## config.mk

```make
export PLATFORM = sky130hd
export DESIGN_NAME = rom_loader_flat
export DESIGN_NICKNAME = d
export VERILOG_FILES = /design/src/rtl/rom_loader_if.sv /design/src/rtl/rom_loader.sv /design/src/flat_wrapper.sv
export SDC_FILE = /design/constraint.sdc
export NUM_CORES = 1
export LEC_CHECK = 0
export CORE_MARGIN = 8
export CORE_UTILIZATION = 37
export CTS_CLUSTER_SIZE = 10
export DETAILED_ROUTE_END_ITERATION = 10
export GPL_ROUTABILITY_DRIVEN = 0
export MAX_ROUTING_LAYER = met4
export PLACE_DENSITY = 0.71
export SLEW_MARGIN = 40
export SYNTH_ARGS = -nofsm -noshare
export SYNTH_HDL_FRONTEND = slang
export SYNTH_SLANG_ARGS = --single-unit
```

## constraint.sdc

```tcl
create_clock -name clk_6144 -period 2.76 [get_ports clk_6144]
set_input_delay 0.276 -clock clk_6144 [delete_from_list [all_inputs] [get_ports clk_6144]]
set_output_delay 0.276 -clock clk_6144 [all_outputs]
set_load 0.01 [all_outputs]
```

## src/rtl/rom_loader_if.sv

```systemverilog
// Bus bundle between rom_loader, the external ROM pins and the block RAM sinks.
// ROM_LOADER_CHECKSUM_EN adds the sum/sum_ok outputs.
interface rom_loader_if #(
  parameter int ROM_AW = 19,
  parameter int NREG   = 8
);
  logic              start;
  logic [ROM_AW-1:0] run_addr;
  logic [7:0]        rom_d;
  logic [ROM_AW-1:0] rom_a;
  logic              rom_oe_n;
  logic [ROM_AW-1:0] dl_addr;
  logic [7:0]        dl_data;
  logic [NREG-1:0]   dl_we;
  logic              busy;
  logic              done;
`ifdef ROM_LOADER_CHECKSUM_EN
  logic [15:0]       sum;
  logic              sum_ok;
`endif

  modport master (
    input  start, run_addr, rom_d,
    output rom_a, rom_oe_n, dl_addr, dl_data, dl_we, busy, done
`ifdef ROM_LOADER_CHECKSUM_EN
    , output sum, sum_ok
`endif
  );

  modport slave (
    output start, run_addr, rom_d,
    input  rom_a, rom_oe_n, dl_addr, dl_data, dl_we, busy, done
`ifdef ROM_LOADER_CHECKSUM_EN
    , input sum, sum_ok
`endif
  );
endinterface

```

## src/rtl/rom_loader.sv

```systemverilog
// Boot-time ROM image loader: copies LOAD_LEN bytes into region-decoded RAMs, then
// passes the core's ROM address through. Optional checksum via ROM_LOADER_CHECKSUM_EN.
module rom_loader #(
  parameter int                     ROM_AW      = 19,
  parameter int                     LOAD_LEN    = 131072,
  parameter int                     WAIT_CYC    = 1,
  parameter int                     NREG        = 8,
  parameter logic [NREG*ROM_AW-1:0] REGION_BASE = '0,
  parameter logic [NREG*ROM_AW-1:0] REGION_MASK = '0,
  parameter bit                     AUTOSTART   = 1'b1
`ifdef ROM_LOADER_CHECKSUM_EN
  , parameter logic [15:0]          EXPECT_SUM  = 16'h0000
`endif
) (
  input  logic        clk_6144,
  input  logic        n_reset,
  rom_loader_if.master bus
);

  localparam logic [2:0] IDLE  = 3'd0;
  localparam logic [2:0] ADDR  = 3'd1;
  localparam logic [2:0] WAIT  = 3'd2;
  localparam logic [2:0] WRITE = 3'd3;
  localparam logic [2:0] DONE  = 3'd4;

  localparam int WW = (WAIT_CYC > 1) ? $clog2(WAIT_CYC) : 1;
  localparam logic [ROM_AW-1:0] LAST_ADDR = ROM_AW'(LOAD_LEN - 1);
  localparam logic [WW-1:0]     WAIT_INIT = WW'(WAIT_CYC - 1);

  logic [2:0]        r_state;
  logic [ROM_AW-1:0] r_addr;
  logic [WW-1:0]     r_wait;
  logic [7:0]        r_data;
  logic [NREG-1:0]   w_hit;
  logic              w_go;

  // A load begins from IDLE (start or autostart) or as a full reload from DONE.
  assign w_go = ((r_state == IDLE) && (bus.start || AUTOSTART)) ||
                ((r_state == DONE) && bus.start);

  // Descending scan so the lowest-index matching region is the one left set.
  always_comb begin
    w_hit = '0;
    for (int i = NREG - 1; i >= 0; i--) begin
      if ((r_addr & REGION_MASK[i*ROM_AW +: ROM_AW]) == REGION_BASE[i*ROM_AW +: ROM_AW]) begin
        w_hit    = '0;
        w_hit[i] = 1'b1;
      end
    end
  end

  always_ff @(posedge clk_6144 or negedge n_reset) begin
    if (!n_reset) begin
      r_state <= IDLE;
      r_addr  <= '0;
      r_wait  <= '0;
      r_data  <= '0;
    end else begin
      case (r_state)
        IDLE: begin
          if (w_go) r_state <= ADDR;
        end
        ADDR: begin
          r_wait  <= WAIT_INIT;
          r_state <= WAIT;
        end
        WAIT: begin
          if (r_wait == '0) begin
            r_data  <= bus.rom_d;
            r_state <= WRITE;
          end else begin
            r_wait <= r_wait - WW'(1);
          end
        end
        WRITE: begin
          if (r_addr == LAST_ADDR) begin
            r_addr  <= '0;
            r_state <= DONE;
          end else begin
            r_addr  <= r_addr + ROM_AW'(1);
            r_state <= ADDR;
          end
        end
        DONE: begin
          if (w_go) begin
            r_addr  <= '0;
            r_state <= ADDR;
          end
        end
        default: r_state <= IDLE;
      endcase
    end
  end

  // After the load the core drives the ROM directly, with no added latency.
  assign bus.rom_a    = (r_state == DONE) ? bus.run_addr : r_addr;
  assign bus.rom_oe_n = (r_state == IDLE);
  assign bus.dl_addr  = r_addr;
  assign bus.dl_data  = r_data;
  assign bus.dl_we    = (r_state == WRITE) ? w_hit : '0;
  assign bus.busy     = (r_state == ADDR) || (r_state == WAIT) || (r_state == WRITE);
  assign bus.done     = (r_state == DONE);

`ifdef ROM_LOADER_CHECKSUM_EN
  logic [15:0] r_sum;

  // Every copied byte counts, including ones no region claims.
  always_ff @(posedge clk_6144 or negedge n_reset) begin
    if (!n_reset) begin
      r_sum <= '0;
    end else if (w_go) begin
      r_sum <= '0;
    end else if (r_state == WRITE) begin
      r_sum <= r_sum + {8'h00, r_data};
    end
  end

  assign bus.sum    = r_sum;
  assign bus.sum_ok = (r_sum == EXPECT_SUM) && (r_state == DONE);
`endif

endmodule

```

## src/flat_wrapper.sv

```systemverilog
// flat-port wrapper written by rule: the top's interface ports become plain ports
module rom_loader_flat 
#(
  parameter int                     ROM_AW      = 19,
  parameter int                     LOAD_LEN    = 131072,
  parameter int                     WAIT_CYC    = 1,
  parameter int                     NREG        = 8,
  parameter logic [NREG*ROM_AW-1:0] REGION_BASE = '0,
  parameter logic [NREG*ROM_AW-1:0] REGION_MASK = '0,
  parameter bit                     AUTOSTART   = 1'b1

)
  (clk_6144, n_reset, bus_start, bus_run_addr, bus_rom_d, bus_rom_a, bus_rom_oe_n, bus_dl_addr, bus_dl_data, bus_dl_we, bus_busy, bus_done);
  rom_loader_if #(.ROM_AW(ROM_AW), .NREG(NREG)) bus_i ();
  input  logic clk_6144;
  input  logic n_reset;
  input wire logic [$bits(bus_i.start)-1:0] bus_start;
  input wire logic [$bits(bus_i.run_addr)-1:0] bus_run_addr;
  input wire logic [$bits(bus_i.rom_d)-1:0] bus_rom_d;
  output wire logic [$bits(bus_i.rom_a)-1:0] bus_rom_a;
  output wire logic [$bits(bus_i.rom_oe_n)-1:0] bus_rom_oe_n;
  output wire logic [$bits(bus_i.dl_addr)-1:0] bus_dl_addr;
  output wire logic [$bits(bus_i.dl_data)-1:0] bus_dl_data;
  output wire logic [$bits(bus_i.dl_we)-1:0] bus_dl_we;
  output wire logic [$bits(bus_i.busy)-1:0] bus_busy;
  output wire logic [$bits(bus_i.done)-1:0] bus_done;
  assign bus_i.start = bus_start;
  assign bus_i.run_addr = bus_run_addr;
  assign bus_i.rom_d = bus_rom_d;
  assign bus_rom_a = bus_i.rom_a;
  assign bus_rom_oe_n = bus_i.rom_oe_n;
  assign bus_dl_addr = bus_i.dl_addr;
  assign bus_dl_data = bus_i.dl_data;
  assign bus_dl_we = bus_i.dl_we;
  assign bus_busy = bus_i.busy;
  assign bus_done = bus_i.done;
  rom_loader #(.ROM_AW(ROM_AW), .LOAD_LEN(LOAD_LEN), .WAIT_CYC(WAIT_CYC), .NREG(NREG), .REGION_BASE(REGION_BASE), .REGION_MASK(REGION_MASK), .AUTOSTART(AUTOSTART)) u_core (.clk_6144(clk_6144), .n_reset(n_reset), .bus(bus_i));
endmodule
```

## Yosys cells after proc, flatten, opt, wreduce, memory -nomap -nowiden

Index checks and enable logic that the tools add are counted.

- Memories kept: 0
- Bits in latches: 0
- RAM bits: 0
- Bits in read-only memories: 0
- Logic and storage cells: 37
- Register bits: 31
- Input bits: 30

- Divide/modulo/power cells: 0
- $add $sub $neg: 2
- Shift operators: 0
- Multiply operators: 0
- Bitwise logic cells: 1
- Mux-type cells: 11
- $lt $le $gt $ge: 0
- Equality and inequality tests: 8
- Reductions and logical operators: 11

Operators with widths:

| operator | count |
|---|---|
| $mux 19 | 3 |
| $pmux 19 s2 | 1 |
| $add 19x1->19 const B | 1 |
| $eq 19x17->1 const B | 1 |
| $pmux 3 s4 | 1 |
| $mux 3 | 3 |
| $eq 3x2->1 const B | 2 |
| $reduce_and 2->1 | 3 |
| $ne 2x1->1 const B | 2 |
| $reduce_bool 2->1 | 2 |
| $eq 3x1->1 const B | 1 |
| $eq 3x3->1 const B | 1 |
| $logic_not 3->1 | 1 |
| $logic_or 1x1->1 | 3 |
| $mux 1 | 2 |
| $ne 2x2->1 const B | 1 |
| $pmux 1 s2 | 1 |
| $reduce_or 2->1 | 1 |
| $logic_and 1x1->1 | 1 |
| $not 1->1 | 1 |
| $sub 1x1->1 const B | 1 |

## Depth between registers and ports, before layout

- Word-level depth: 5
- Gate-level depth with buffers: 8
- Mapped depth without buffers: 7

## Least setup slack after synthesis

No wires, ideal clock.

- Kind: reg-to-output
- Start point: register u_core.r_state[0]
- End point: output bus_rom_a[10]
- Cell stages (with the launch flop): 9
- Slack: 1,057 ps
- Buffers on the path: 3
- Arrival: 1,427 ps
- Cells stage by stage: dfrtp_1 > buf_2 > nor2_1 > nand2_1 > inv_1 > buf_2 > buf_2 > nand2_1 > nand2_1

- Cells in the longest elaborated chain, start to end: 2

RTL lines:

| what | line | text |
|---|---|---|
| start, declared | rom_loader.sv:30 | `logic [2:0] r_state;` |
| start signal, assigned | rom_loader.sv:54 | `r_state <= IDLE;` |
| start signal, assigned | rom_loader.sv:61 | `if (w_go) r_state <= ADDR;` |
| start signal, assigned | rom_loader.sv:65 | `r_state <= WAIT;` |
| $eq 3x3->1 | - |  |
| net bus_done | flat_wrapper.sv:26 | `output wire logic [$bits(bus_i.done)-1:0] bus_done;` |
| $mux 19 | rom_loader.sv:96 | `assign bus.rom_a = (r_state == DONE) ? bus.run_addr : r_addr;` |
| end, declared | flat_wrapper.sv:20 | `output wire logic [$bits(bus_i.rom_a)-1:0] bus_rom_a;` |

The timed path passes the listed nets, and every way through them passes these cells.

## Worst setup path after layout

- Start point: register u_core.r_state[0]
- End point: output bus_rom_a[15]

- Cells in the longest elaborated chain, start to end: 2

RTL lines:

| what | line |
|---|---|
| $eq 3x3->1 | rom_loader.sv:96 |
| $mux 19 | rom_loader.sv:96 |

Every way passes these cells.

==> impl_metrics.env <==
export IMPL_reg2reg_depth=8
export IMPL_hold_ws_ns=0.383
export IMPL_synth_area_leaders="dfrtp_1 (41%), nand2_1 (15%), mux2_2 (4.9%)"
export IMPL_crit_fanout=31
export IMPL_leakage_nw=1.15
export IMPL_grt_pass1_wl_um=9020
export IMPL_cts_inserted_buffers=5
export IMPL_outcome="finished clean"
export IMPL_h_tree_depth=2
export IMPL_slowest_stage="clkdlybuf4s50_1"
export IMPL_synth_edf_count=0
export IMPL_hold_path_class="primary input to asynchronous set/reset pin"
export IMPL_path_cells="nor2_1 -> nand2_1 -> inv_1 -> buf_4 -> nand2_1 -> o21ai_0 -> clkdlybuf4s50_1"
export IMPL_synthDistinctLibCells=39
export IMPL_rsz0062_at_grt="false"
export IMPL_p_int_uw=665
export IMPL_ctsResizeCount=0
export IMPL_arrival_ns=2.15
export IMPL_cap_viol_max_count=0
export IMPL_drv_slew=0
export IMPL_die_area_sq_um=7490
export IMPL_slew_headroom_pct=55.1
export IMPL_clk_latency_ns=0.28
export IMPL_ir_drop_v=0.000198
export IMPL_die_h_um=86.6
export IMPL_drive_gt1_share_pct=10.4
export IMPL_coreArea_sq_um=4750
export IMPL_clk_pin_slew_worst_paths_ns=0.06
export IMPL_netlist_instances=221
export IMPL_cpPeakStageDelay_ns=0.56
export IMPL_routedWlPerCell_um=14.7
export IMPL_cp_start_kind="flip-flop"
export IMPL_setup_tns_ns=0
export IMPL_reg2reg_slack_ns=0.81
export IMPL_clockBufferDepth=2
export IMPL_cts_tree="built"
export IMPL_fin_nets=330
export IMPL_yosysTopAreaCell="dfrtp_1"
export IMPL_instances_no_fill=366
export IMPL_detail_route_vias_per_cell=4.99
export IMPL_endpoint_kind="output port"
export IMPL_ant_nets=0
export IMPL_path_buf_inv=3
export IMPL_drtIter0Drc=106
export IMPL_finClkSkew_ns=0.00604
export IMPL_antenna_found_initial=0
export IMPL_via_count=1827
export IMPL_io_pin_count=87
export IMPL_power_net_switching_uw=190
export IMPL_final_util_pct=57.6
export IMPL_n_antenna_cell=0
export IMPL_dp_hpwl_um=3970
export IMPL_grtUsageTotal_pct=15.4
export IMPL_cts_setup_buffers=0
export IMPL_grt_max_degree=32
export IMPL_port_buffer_count=79
export IMPL_synth_seq_area_share_pct=40.8
export IMPL_setup_viol=0
export IMPL_synth_flop_cell="dfrtp_1"
export IMPL_crit_top_cell="nand2_1"
export IMPL_grt_overflow=0
export IMPL_postCtsHoldBufs=0
export IMPL_criticalPathCategory="flip-flop to output port"
export IMPL_avgSynthCellArea_sq_um=8.33
export IMPL_dr_pass1_iters=4
export IMPL_ys_warnings_count=0
export IMPL_drc=0
export IMPL_pwr_share_seq_pct=52.4
export IMPL_rows=25
export IMPL_grt_pass1_vias=1835
export IMPL_p_per_area_nw_per_um2=313
export IMPL_cts_sinks=30
export IMPL_syn_area_sq_um=1840
export IMPL_areaGrowthSynthToFinish_pct=48.6
export IMPL_tightest_slew_ns=0.670
export IMPL_min_period_ns=2.43
export IMPL_ys_ff_latch=30
export IMPL_place_inst=359
export IMPL_synth_top_area_share_pct=40.8
export IMPL_die_w_um=86.6
export IMPL_switching_share_pct=22.2
export IMPL_r2r_start="u_core.r_state[0]$_DFFE_PN0P_"
export IMPL_combPwrFrac_pct=9.0
export IMPL_clockPowerShare_pct=38.6
export IMPL_worstReg2RegEnd="u_core.bus.dl_addr[5]$_DFFE_PN0P_"
export IMPL_critPathTopFamily="buffers and inverters"
export IMPL_min_period_over_period_pct=88.0
export IMPL_max_freq_ghz=0.412
export IMPL_async_flop_share_pct=100
export IMPL_routed_wl_um=5370
export IMPL_clock_root_buffer="clkbuf_8"
export IMPL_required_ns=2.48
export IMPL_finalHoldViolations=0
export IMPL_start_util_pct=38.7
==> layer usage <==
metal / part of all wire, % / vias to the layer above / wire (um) / track usage, %
met5: 0 / - / 0 / -
met4: 2.2 / 0 / 116 / 7.04
met3: 6.3 / 10 / 336 / 3.69
met2: 48 / 56 / 2580 / 23.8
met1: 44 / 852 / 2340 / 18.7
li1: - / 909 / - / -
==> layout by cell type (no fill, tap or decap), types with 2 or more instances in the layout <==
cell type        netlist  final
a21oi_2                3      3
nand2_1               74     74
nand3_1               10     10
nor2_1                 9      9
nand4_1                7      7
a31oi_1                6      6
conb_1                 1      7
o21ai_0               14     14
mux2_2                 8      8
clkdlybuf4s50_1        0     79
o21ai_1                2      2
a21oi_1                3      3
nor3_4                 2      2
buf_4                  8      3
mux2i_1                2      2
inv_1                  4      4
clkinv_2               0      2
dfrtp_1               30     30
o311ai_1               3      3
clkbuf_8               0      5
and2_1                 4      4
o31ai_1                4      4
==> power by group through the flow <==
stage                     sequential [mW]  clock (mW)  combinational (mW)
after floorplan                     0.460           0              0.0171
after global placement              0.456           0              0.0775
after detailed placement            0.457           0              0.0780
after CTS                           0.448       0.346              0.0786
after global routing                0.449       0.365              0.0845
final                               0.448       0.330              0.0772
==> synthesized netlist by cell type, drive strengths merged, types with 2 or more instances <==
master and instances:
dfrtp 30, mux2 8, and2 4, inv 4, nor4 2, mux2i 2
nand4 9, o31ai 4, o311ai 3, o21ai 16, nor3 3, nand2 75
nor2 9, buf 16, nand3 10, a31oi 6, a21oi 7
==> per-stage QoR <==
| stage | total power, mW | instance area, sq um | setup slack [ns] |
|---|---|---|---|
| 6_report | 0.856 | 2740 | 0.332 |
| 5_1_grt | 0.899 | 2740 | 0.127 |
| 3_3_place_gp | 0.534 | 2660 | 0.691 |
| 3_5_place_dp | 0.535 | 2660 | 0.626 |
| 4_1_cts | 0.873 | 2740 | 0.302 |
| 2_1_floorplan | 0.477 | 1860 | 1.06 |
==> area by class of cell <==
class                      instances  area, sq um
clock buffer                       5         68.8
timing repair buffer              82          813
clock inverter                     2         10.0
sequential                        30          751
multi-input combinational        176          995
tap                               67         83.8
inverter                           4         15.0
fill                             444         2020
==> worst max path at each step <==
stage | from | end | slack [ns] | cells past startpoint
detailed placement | u_core.r_state[1]$_DFFE_PN0P_ | bus_rom_a[15] | 0.63 | 7
floorplan | u_core.r_state[0]$_DFFE_PN0P_ | bus_rom_a[10] | 1.06 | 8
finish | u_core.r_state[0]$_DFFE_PN0P_ | bus_rom_a[15] | 0.33 | 7
CTS | u_core.r_state[0]$_DFFE_PN0P_ | bus_rom_a[15] | 0.30 | 7
global route | u_core.r_state[0]$_DFFE_PN0P_ | bus_rom_a[9] | 0.13 | 7
global placement | u_core.r_state[0]$_DFFE_PN0P_ | bus_rom_a[15] | 0.69 | 7
==> cells by family after synthesis <==
family,Yosys count,share of synthesized area (%)
simple gates,116,30.7
buf+inv,21,6.45
xor+xnor,2,0.951
mux,10,5.98
compound gates,40,14.3
flops,30,40.8
fa+ha+maj,1,0.679
other cells,1,0.204
==> worst reg2reg max path: cells and delay by family (launching register included) <==
family	cells	cell delay, ns
AO/OA/AOI/OAI	3	0.47
flip-flops	1	0.46
buffers and inverters	2	0.38
AND/OR/NAND/NOR	3	0.51
==> registers in the layout (all words and copies together), names as in the netlist <==
signal	cells
u_core.bus.dl_addr	19
u_core.r_state	3
u_core.bus.dl_data	8
No activity file was read; power rests on OpenSTA's default activity.
